==> config.mk <==
export PLATFORM = sky130hd
export DESIGN_NAME = signal_conditioner
export DESIGN_NICKNAME = d
export VERILOG_FILES = /design/src/rtl/signal_conditioner.sv
export SDC_FILE = /design/constraint.sdc
export NUM_CORES = 1
export LEC_CHECK = 0
export ABC_AREA = 1
export BUFFER_PORTS_ARGS = -buffer_cell sky130_fd_sc_hd__clkbuf_2
export CELL_PAD_IN_SITES_DETAIL_PLACEMENT = 1
export CELL_PAD_IN_SITES_GLOBAL_PLACEMENT = 1
export CORE_UTILIZATION = 43
export CTS_BUF_LIST = sky130_fd_sc_hd__clkbuf_8
export CTS_CLUSTER_DIAMETER = 40
export DETAILED_ROUTE_END_ITERATION = 8
export MAX_ROUTING_LAYER = met4
export PLACE_DENSITY = 0.85
export REMOVE_ABC_BUFFERS = 1
export SYNTH_ARGS = -nofsm -noshare
export SYNTH_HDL_FRONTEND = slang
export SYNTH_HIERARCHICAL = 1
export SYNTH_SLANG_ARGS = --single-unit
==> constraint.sdc <==
create_clock -name clk -period 1.38 [get_ports clk]
set_input_delay 0.138 -clock clk [delete_from_list [all_inputs] [get_ports clk]]
set_output_delay 0.138 -clock clk [all_outputs]
set_load 0.01 [all_outputs]
==> src/rtl/signal_conditioner.sv <==
// Multi-channel input conditioner: synchronise, optionally invert, debounce, register.
// Rise/fall/changed pulse flops exist only when SIGNAL_CONDITIONER_EDGE_EN is defined.
module signal_conditioner_lane #(
  parameter int SYNC_STAGES     = 2,
  parameter int DEBOUNCE_CYCLES = 16,
  parameter bit RESET_LEVEL     = 1'b0
) (
  input  logic clk,
  input  logic reset,
  input  logic i_enable,
  input  logic i_x,
  output logic o_level
`ifdef SIGNAL_CONDITIONER_EDGE_EN
  ,
  output logic o_rise_nxt,
  output logic o_fall_nxt
`endif
);
  localparam int CW = $clog2(DEBOUNCE_CYCLES + 1);
  localparam logic [CW-1:0] CNT_MAX = CW'(DEBOUNCE_CYCLES - 1);

  logic [SYNC_STAGES-1:0] r_sync;
  logic                   r_level;
  logic [CW-1:0]          r_cnt;
  logic                   w_sync;

  assign w_sync  = r_sync[SYNC_STAGES-1];
  assign o_level = r_level;

  always_ff @(posedge clk or posedge reset) begin
    if (reset) begin
      r_sync  <= {SYNC_STAGES{RESET_LEVEL}};
      r_level <= RESET_LEVEL;
      r_cnt   <= '0;
    end else begin
      r_sync <= {r_sync[SYNC_STAGES-2:0], i_x};
      // Debounce only advances on enabled cycles; a return to the stable level clears the count.
      if (i_enable) begin
        if (w_sync == r_level) begin
          r_cnt <= '0;
        end else if (r_cnt == CNT_MAX) begin
          r_level <= w_sync;
          r_cnt   <= '0;
        end else begin
          r_cnt <= r_cnt + CW'(1);
        end
      end
    end
  end

`ifdef SIGNAL_CONDITIONER_EDGE_EN
  logic w_accept;
  assign w_accept   = i_enable && (w_sync != r_level) && (r_cnt == CNT_MAX);
  assign o_rise_nxt = w_accept & w_sync;
  assign o_fall_nxt = w_accept & ~w_sync;
`endif
endmodule

module signal_conditioner #(
  parameter int CHANNELS        = 4,
  parameter int SYNC_STAGES     = 2,
  parameter int DEBOUNCE_CYCLES = 16,
  parameter bit RESET_LEVEL     = 1'b0
) (
  input  logic                clk,
  input  logic                reset,
  input  logic                enable,
  input  logic [CHANNELS-1:0] invertMask,
  input  logic [CHANNELS-1:0] inSignal,
  output logic [CHANNELS-1:0] outSignal,
  output logic [CHANNELS-1:0] risePulse,
  output logic [CHANNELS-1:0] fallPulse,
  output logic                changed
);
  logic [CHANNELS-1:0] w_x;
  logic [CHANNELS-1:0] w_level;
`ifdef SIGNAL_CONDITIONER_EDGE_EN
  logic [CHANNELS-1:0] w_rise_nxt;
  logic [CHANNELS-1:0] w_fall_nxt;
`endif

  // Inversion ahead of the synchroniser, so a mask change debounces like an input edge.
  assign w_x       = inSignal ^ invertMask;
  assign outSignal = w_level;

  for (genvar g = 0; g < CHANNELS; g++) begin : g_lane
    signal_conditioner_lane #(
      .SYNC_STAGES    (SYNC_STAGES),
      .DEBOUNCE_CYCLES(DEBOUNCE_CYCLES),
      .RESET_LEVEL    (RESET_LEVEL)
    ) u_lane (
      .clk       (clk),
      .reset     (reset),
      .i_enable  (enable),
      .i_x       (w_x[g]),
      .o_level   (w_level[g])
`ifdef SIGNAL_CONDITIONER_EDGE_EN
      ,
      .o_rise_nxt(w_rise_nxt[g]),
      .o_fall_nxt(w_fall_nxt[g])
`endif
    );
  end

`ifdef SIGNAL_CONDITIONER_EDGE_EN
  logic [CHANNELS-1:0] r_rise;
  logic [CHANNELS-1:0] r_fall;
  logic                r_changed;

  always_ff @(posedge clk or posedge reset) begin
    if (reset) begin
      r_rise    <= '0;
      r_fall    <= '0;
      r_changed <= 1'b0;
    end else begin
      r_rise    <= w_rise_nxt;
      r_fall    <= w_fall_nxt;
      r_changed <= |(w_rise_nxt | w_fall_nxt);
    end
  end

  assign risePulse = r_rise;
  assign fallPulse = r_fall;
  assign changed   = r_changed;
`else
  assign risePulse = '0;
  assign fallPulse = '0;
  assign changed   = 1'b0;
`endif
endmodule

======== Yosys cells after proc, flatten, opt, wreduce, memory -nomap -nowiden ========
Index checks and enable logic that the tools add are counted.
cells by class
  reduce and logical (&&, ||, !) cells .... 4
  $add $sub $neg .......................... 4
  bitwise logic cells ..................... 5
  equality and inequality tests ........... 8
  muxes and demuxes ....................... 8
operators with widths
  operator                                                         number
  5-bit two-way mux                                                8
  5-bit by 1-bit adder with 5-bit output, second input constant    4
  5-bit by 4-bit == test with 1-bit output, second input constant  4
  3-bit AND reduction                                              4
  1-bit == test                                                    4
  1-bit inverter                                                   4
  4-bit bitwise XOR                                                1
word-level totals
  logic and storage cells ................. 41
  output and inout bits ................... 13
  bits of input ports ..................... 11
  register bits after elaboration ......... 32

======== Logic depth before layout (Yosys ltp) ========
Gate-level depths: netlist of run 1.
  depth in word-level cells ............... 3
  depth in mapped cells ................... 6
  gate-level depth less buffers ........... 6

======== Modules after synthesis ========
The synthesis of run 1 kept the hierarchy.
modules (own cells, without submodules)
  module                   cells each  instances  sequential area each (µm²)  area each (µm²)
  signal_conditioner_lane  43          4          200.2                       374.1
  signal_conditioner       30          1          0.0                         146.4

======== Worst setup path before layout of run 1 ========
OpenSTA, ideal clock, no wires.
  path kind ............................... register to register
  from .................................... register g_lane[0].u_lane.r_cnt[0]
  to ...................................... register g_lane[0].u_lane.r_cnt[0]
  cell stages (with the launch flop) ...... 7
  arrival time ............................ 0.991 ns
  setup time .............................. 0.065 ns
  path buffers ............................ 0
  slack ................................... 0.324 ns
  cell sequence ........................... dfrtp_1 > ha_1 > nand3_2 > nor2_4 > nor2_2 > nand2_1 > nand2_1
on the way
  word-level cells in the longest chain between the ends .. 3
RTL lines
  what                                                                                                RTL line  RTL
  from (decl)                                                                                         24        logic [CW-1:0] r_cnt;
  from (signal assigned)                                                                              45        r_cnt <= r_cnt + CW'(1);
  5-bit by 1-bit adder with 5-bit output or 5-bit by 4-bit == test with 1-bit output (tied branches)  45, 41
  5-bit two-way mux *                                                                                 41        end else if (r_cnt == CNT_MAX) begin
  5-bit two-way mux *                                                                                 39        if (w_sync == r_level) begin
Mark *: on every way between the ends. The rest lies on a longest branch, timed or not.
A chain may end at the register's enable or synchronous reset.

======== Worst setup path after layout of run 1 ========
  from .................................... register g_lane[2].u_lane.r_cnt[0]
  to ...................................... register g_lane[2].u_lane.r_level
on the way
  word-level cells in the longest chain between the ends .. 2
RTL lines
  what                                      RTL line  RTL
  from (decl)                               24
  from (signal assigned)                    45
  5-bit by 4-bit == test with 1-bit output  41
  3-bit AND reduction (no line)             -
  to (signal assigned)                      42        r_level <= w_sync;
  to (decl)                                 23        logic r_level;
Every way passes these cells.

==> implementation parameters, run 1 <==
Parameter                              Value

GRT
  Maximum number of pins on one net before global-route repair    21
  Number of antenna violations at the first check in global routing    0
  Grt total ovfl    0
  First-pass GRT wire length    5.802 mm
  Number of global-route vias before repair    1365
  GRT Util Overall    19.65%

Floorplan
  Boundary pin count    24
  Number of rows in the core area    22
  Initial cell density of the core    44.87%
  Placeable core region    3661 um^2
  Width of the die    63.81 um
  Die area    4072 um^2
  Vertical die dimension    63.81 um

Power and ir drop
  Reported leakage power    0.001004 uW
  Peak supply drop    593.2 uV
  Cell Pwr Density    1049 nW/um^2

Finish
  Leading cell type in the layout, fill and taps excluded    sky130_fd_sc_hd__nand2_1
  Final core utilization    49.79%
  Antenna Diode Count    0
  Footprint of the multi-input gates    684.4 um^2
  Most used cells in the layout excluding fill and tap cells    sky130_fd_sc_hd__nand2_1, sky130_fd_sc_hd__inv_1, sky130_fd_sc_hd__dfrtp_1
  Synth-to-layout area growth    10.97%
  Final design instance area without fill    1823 um^2
  Filler cell count    470
  Net total in the final layout    238
  Fraction of final layout cells sized beyond drive strength 1    14.35%
  Final Non-Filler Cells    271
  Register cell area after layout    800.8 um^2

Route
  Routed vias/inst    4.738
  Iteration-0 DRC count of the detailed router    51
  DRC    0
  Number of iterations in the first detailed-routing pass    4
  Routed length per instance    12.32 um
  Routed Wire Length    3.339 mm
  Overall via count from detail_route    1284
  Post-DRT Antenna Nets    0

Worst setup path
  Maximum fanout along the worst path    5
  Worst endpoint data arrival time    1.37 ns
  Critical setup path kind    flop to flop
  Cell chain of the critical path    ha_1 -> nand3_2 -> nor2_4 -> nand2_1 -> nand2_1 -> nand2_1
  Most frequent cell on the critical path    sky130_fd_sc_hd__nand2_1
  Count of buffer and inverter cells on the critical path    0
  Kind of cell adding the most delay to the critical path    simple AND/OR/NAND/NOR gates
  Largest incremental delay on the critical path    0.42 ns
  Type of element launching the critical path    flop
  WP data required    1.55 ns
  Max stage delay cell, worst path    sky130_fd_sc_hd__dfrtp_1
  Capturing element type of the critical path    flop

Logic synthesis
  Proportion of synthesized chip area in sequential cells    48.74%
  Post-Syn Area    1643 um^2
  Post-Synthesis Mean Instance Area    8.133 um^2
  Count of distinct cell types in the synthesized netlist    14
  Post-Syn Instances    202
  Flip-flop and latch count after synthesis    32
  Yosys warning total    6

Timing
  Layout Skew    0.004272 ns
  Final Max Slew Viols    0
  Count of final setup violators    0
  Crit path time final    1.206 ns
  Final hold vios    0
  Final period utilization    87.43%
  RSZ-0062 raised after global routing    no
  Hold slack    0.07593 ns
  Max Clk Rate    828.9 MHz
  Final total negative setup slack    0 ns

CTS
  Skew-Pair Late Insertion Delay    0.28 ns
  Post-CTS Resized    0
  CTS H-Tree Depth    2
  Sinks on Clock Net    32
  Clock tree root driver cell    sky130_fd_sc_hd__clkbuf_8
  Clock buffers created by TritonCTS    5
  Clock transition at the register clock pins on the worst setup and hold paths after CTS    0.06 ns
  Clock tree from TritonCTS    built
  Max Buffers Root-to-Sink    2

Placement
  Standard cell area after detailed placement    1735 um^2
  Sum of net half-perimeters after detailed placement    2.484 mm
  Number of input and output port buffers inserted    14
  Placed instance count    263
  Gpl congestion    0.7968

Hold path
  Worst min path class    primary input to flop

Status
  Status    finished clean

Flow run
  Max-cap violation count    0
[sequential cells by signal, summed over array words and instances, names as in the netlist]
register and flops:
g_lane.u_lane/r_cnt 20, g_lane.u_lane/o_level 4, g_lane.u_lane/r_sync 8
[synthesized netlist by cell type, drive strengths merged]
library cell   n  area, um^2
nand3         20       120.1
conb           1       3.750
nor2           8       70.06
a21boi         4       30.03
nand2         80       300.3
ha             4       50.05
nand4          4       25.02
xnor2          4       35.03
dfrtp         32       800.8
buf            9       67.56
o21ai          4       20.02
inv           32       120.1
[where the power goes]
| group | switching, uW | internal [uW] | leakage, uW |
|---|---|---|---|
| Combinational | 126 | 69.6 | 0.000535 |
| Clock | 327 | 335 | 0.0000452 |
| Sequential | 60.8 | 995 | 0.000424 |
| Total | 513 | 1400 | 0.00100 |
[routing by layer]
layer	GRT usage, %	vias to the layer above	routed length [um]
met2	33.64	27	1709
met5	-	-	0
met4	10.23	0	85
met1	20.11	609	1439
met3	6.071	8	105
li1	-	640	-
[final cells by class]
class,instances,share of cell area [%]
Clock buffer,5,3.775
Sequential cell,32,43.93
Timing Repair Buffer,15,4.393
Inverter,32,6.589
Clock inverter,2,0.4804
Multi-Input combinational cell,137,37.54
Tap cell,48,3.294
[cell families after synthesis]
| family | count (synthesis) | share of synthesized area, % |
|---|---|---|
| flip-flops | 32 | 48.74 |
| AND/OR/NAND/NOR | 112 | 31.38 |
| buffers and inverters | 41 | 11.42 |
| XOR/XNOR | 4 | 2.132 |
| AO/OA/AOI/OAI | 8 | 3.047 |
| adder cells (fa/ha/maj) | 4 | 3.047 |
| other | 1 | 0.2283 |
[timing repair]
item | in CTS | in global routing
endpoints found under the hold margin | 32 | 0
hold buffers | 1 | 0
setup buffers | 0 | 0
[metrics by stage]
| stage | total power, uW | worst slack [ns] |
|---|---|---|
| after floorplan | 1193 | 0.3241 |
| after global placement | 1253 | 0.2234 |
| after detailed placement | 1269 | 0.1765 |
| after CTS | 1943 | 0.1589 |
| after global routing | 2037 | 0.05875 |
| final | 1913 | 0.1735 |
[worst min-delay path: cells and delay by family]
| family | cells | cell delay [ns] |
|---|---|---|
| buffers and inverters | 1 | 0.09 |
| AND/OR/NAND/NOR | 2 | 0.10 |
[worst paths after layout]
| path | startpoint | end | slack (ns) | cells after the start |
|---|---|---|---|---|
| worst max-delay path | g_lane[2].u_lane/r_cnt[0]$_DFFE_PP0P_ | g_lane[2].u_lane/o_level$_DFFE_PP0P_ | 0.17 | 6 |
| worst min-delay path | inSignal[0] | g_lane[0].u_lane/r_sync[0]$_DFF_PP0_ | 0.08 | 3 |
| worst max register to register | g_lane[2].u_lane/r_cnt[0]$_DFFE_PP0P_ | g_lane[2].u_lane/o_level$_DFFE_PP0P_ | 0.17 | 6 |
| worst min register to register | g_lane[0].u_lane/r_sync[0]$_DFF_PP0_ | g_lane[0].u_lane/r_sync[1]$_DFF_PP0_ | 0.35 | 0 |
| max in group asynchronous | reset | g_lane[2].u_lane/r_sync[0]$_DFF_PP0_ | 0.73 | 3 |
| min in group asynchronous | reset | g_lane[1].u_lane/r_cnt[4]$_DFFE_PP0P_ | 0.38 | 3 |
Note: power is estimated with default switching activity, not from simulation.
==> inputs of run 2 (changes only) <==
CORE_UTILIZATION = 46   (was 43)
PLACE_DENSITY = 0.9   (was 0.85)
SYNTH_HIERARCHICAL = default   (was 1)
clock period = 1.5 ns   (was 1.38 ns; I/O delays follow)
==> run 2 against run 1 <==
  * Critical path depth unchanged
  * Non-clock buffer count rose by 3
  * Synthesized area shrank 0.99%
  * Count of clock-buffer cells in the layout is 1 higher
  * Critical path type unchanged
  * Global-route usage is 0.17 points lower
  * Via count shrank 0.55%
  * Sequential share of layout area up 0.70 points
  * Utilization is 3.6 points higher
==> implementation parameters, run 2 <==
Parameter                              Value

Status
  Status    finished clean

Logic synthesis
  Most used standard cells in the synthesized netlist    sky130_fd_sc_hd__nand2_1, sky130_fd_sc_hd__dfrtp_1, sky130_fd_sc_hd__inv_1
  Top cells by area, synth    sky130_fd_sc_hd__dfrtp_1, sky130_fd_sc_hd__nand2_1, sky130_fd_sc_hd__buf_4
  Post-synthesis async set-or-reset flop share    100.0%
  Post-Syn Instances    204
  Proportion of synthesized chip area in sequential cells    49.23%
  Flip-flop and latch count after synthesis    32
  Most used flip-flop cell after synthesis    sky130_fd_sc_hd__dfrtp_1
  Yosys warning total    0
  Dominant cell by count in the synthesized netlist    sky130_fd_sc_hd__nand2_1
  Post-Synthesis Mean Instance Area    7.973 um^2
  Cell taking the most area after synthesis    sky130_fd_sc_hd__dfrtp_1
  Count of distinct cell types in the synthesized netlist    16
  Post-Syn Area    1627 um^2
  Number of enable flip-flop cells after synthesis    0
  Synth top area share    49.23%

Floorplan
  Placeable core region    3363 um^2
  Boundary pin count    24
  Vertical die dimension    61.47 um
  Number of rows in the core area    21
  Initial cell density of the core    48.36%
  Width of the die    61.47 um
  Die area    3778 um^2

Worst setup path
  Worst endpoint data arrival time    1.49 ns
  WP data required    1.72 ns
  Critical setup path kind    flop to flop
  Capturing element type of the critical path    flop
  Most frequent cell on the critical path    sky130_fd_sc_hd__nand2_1
  Count of buffer and inverter cells on the critical path    0
  Type of element launching the critical path    flop
  Cell chain of the critical path    ha_1 -> nand3_1 -> nor2_2 -> nor2_1 -> nand2_1 -> nand2_1
  Largest incremental delay on the critical path    0.42 ns
  Kind of cell adding the most delay to the critical path    simple AND/OR/NAND/NOR gates
  Maximum fanout along the worst path    5
  Max stage delay cell, worst path    sky130_fd_sc_hd__dfrtp_1

Timing
  Final Max Slew Viols    0
  Layout Skew    0.007523 ns
  Crit path time final    1.264 ns
  Hold slack    0.04024 ns
  Final period utilization    84.26%
  Final total negative setup slack    0 ns
  Count of final setup violators    0
  Final hold vios    0
  Max Clk Rate    791.2 MHz
  RSZ-0062 raised after global routing    no

CTS
  Total setup buffers inserted after CTS    0
  CTS H-Tree Depth    2
  Skew-Pair Late Insertion Delay    0.28 ns
  Clock transition at the register clock pins on the worst setup and hold paths after CTS    0.07 ns
  Clock buffers created by TritonCTS    5
  Clock tree root driver cell    sky130_fd_sc_hd__clkbuf_8
  Sinks on Clock Net    32
  Post-CTS Resized    0
  Max Buffers Root-to-Sink    2
  Number of buffers added to fix hold violations after cts    1
  Clock tree from TritonCTS    built

Finish
  Fraction of final layout cells sized beyond drive strength 1    12.61%
  Antenna Diode Count    0
  Synth-to-layout area growth    10.31%
  Final Non-Filler Cells    268
  Register bank with the most flops    g_lane.u_lane.r_cnt
  Net total in the final layout    236
  Most used cells in the layout excluding fill and tap cells    sky130_fd_sc_hd__nand2_1, sky130_fd_sc_hd__dfrtp_1, sky130_fd_sc_hd__inv_1
  Leading cell type in the layout, fill and taps excluded    sky130_fd_sc_hd__nand2_1
  Flip-flop count of the largest register, all copies and words added    20

Route
  Number of iterations in the first detailed-routing pass    4
  Overall via count from detail_route    1277
  DRC    0
  Iteration-0 DRC count of the detailed router    41
  Routed length per instance    11.48 um
  Post-DRT Antenna Nets    0
  Routed Wire Length    3.076 mm
  Routed vias/inst    4.765

GRT
  Number of antenna violations at the first check in global routing    0
  Maximum number of pins on one net before global-route repair    33
  First-pass GRT wire length    5.154 mm
  Grt total ovfl    0
  Number of global-route vias before repair    1174
  GRT Util Overall    19.49%

Placement
  Gpl congestion    0.7365
  Placed instance count    259
  Sum of net half-perimeters after detailed placement    2.205 mm
  Number of input and output port buffers inserted    14

Power and ir drop
  Power, Total    1924 uW
  Reported leakage power    0.0009790 uW
  Peak supply drop    609.6 uV
  Cell Pwr Density    1073 nW/um^2

Flow run
  Max-cap violation count    0

Hold path
  Worst min path class    primary input to flop
## run 2: cell count changes after synthesis, sizes merged, moves of 4 or more
cell and change:
inv -10, a21oi +6, xor2 +4, buf +7
## run 2: where the power goes
part | internal (uW) | switching (uW) | total, uW
Clock | 366 | 321 | 687
Combinational | 84.9 | 134 | 219
Sequential | 938 | 80.2 | 1020
## run 2: worst reg2reg max path: cells and delay by family, from the launching register on
kind | cells | cell delay (ns)
AND/OR/NAND/NOR | 5 | 0.55
flip-flops | 1 | 0.42
adder cells (fa/ha/maj) | 1 | 0.24
## run 2: cell type report
| cell class | count | area (um^2) |
|---|---|---|
| Inverter | 22 | 82.58 |
| Sequential cell | 32 | 800.8 |
| Multi-Input combinational cell | 142 | 658.1 |
| Timing Repair Buffer | 18 | 102.6 |
| Fill cell | 451 | 1569 |
| Clock inverter | 2 | 10.01 |
| Tap cell | 46 | 57.56 |
| Clock buffer | 6 | 82.58 |
## run 2: cell families after synthesis
group                    after synthesis  synth area share [%]
adder cells (fa/ha/maj)                4                 3.077
other                                  1                0.2305
AND/OR/NAND/NOR                      113                 28.69
XOR/XNOR                               6                 3.231
flip-flops                            32                 49.23
AO/OA/AOI/OAI                         10                 3.384
buffers and inverters                 38                 12.15
## run 2: final timing paths
kind | start | endpoint | slack [ns] | cells after the start
max | g_lane[2].u_lane.r_cnt[0]$_DFFE_PP0P_ | g_lane[2].u_lane.r_cnt[0]$_DFFE_PP0P_ | 0.24 | 6
max reg2reg | g_lane[2].u_lane.r_cnt[0]$_DFFE_PP0P_ | g_lane[2].u_lane.r_cnt[0]$_DFFE_PP0P_ | 0.24 | 6
min reg2reg | g_lane[2].u_lane.r_sync[0]$_DFF_PP0_ | g_lane[2].u_lane.r_sync[1]$_DFF_PP0_ | 0.35 | 0
min | inSignal[1] | g_lane[1].u_lane.r_sync[0]$_DFF_PP0_ | 0.04 | 2
min in group asynchronous | reset | g_lane[3].u_lane.r_cnt[4]$_DFFE_PP0P_ | 0.47 | 4
max in group asynchronous | reset | g_lane[3].u_lane.r_sync[0]$_DFF_PP0_ | 0.73 | 4
## run 2: metal layers
metal,vias up,track usage (%),wire length [um]
met1,614,23.97,1469
met5,-,-,0
met3,5,5.042,86
met2,16,30.75,1480
li1,642,-,-
met4,0,7.619,39
## run 2: metrics by stage
| step | instance area (um^2) | util, % | worst slack, ns |
|---|---|---|---|
| 2_1_floorplan | 1541 | - | 0.4049 |
| 3_3_place_gp | 1692 | 50.30 | 0.2904 |
| 3_5_place_dp | 1692 | 50.30 | 0.2594 |
| 4_1_cts | 1794 | 53.35 | 0.2210 |
| 5_1_grt | 1794 | 53.35 | 0.09517 |
| 6_report | 1794 | 53.35 | 0.2361 |
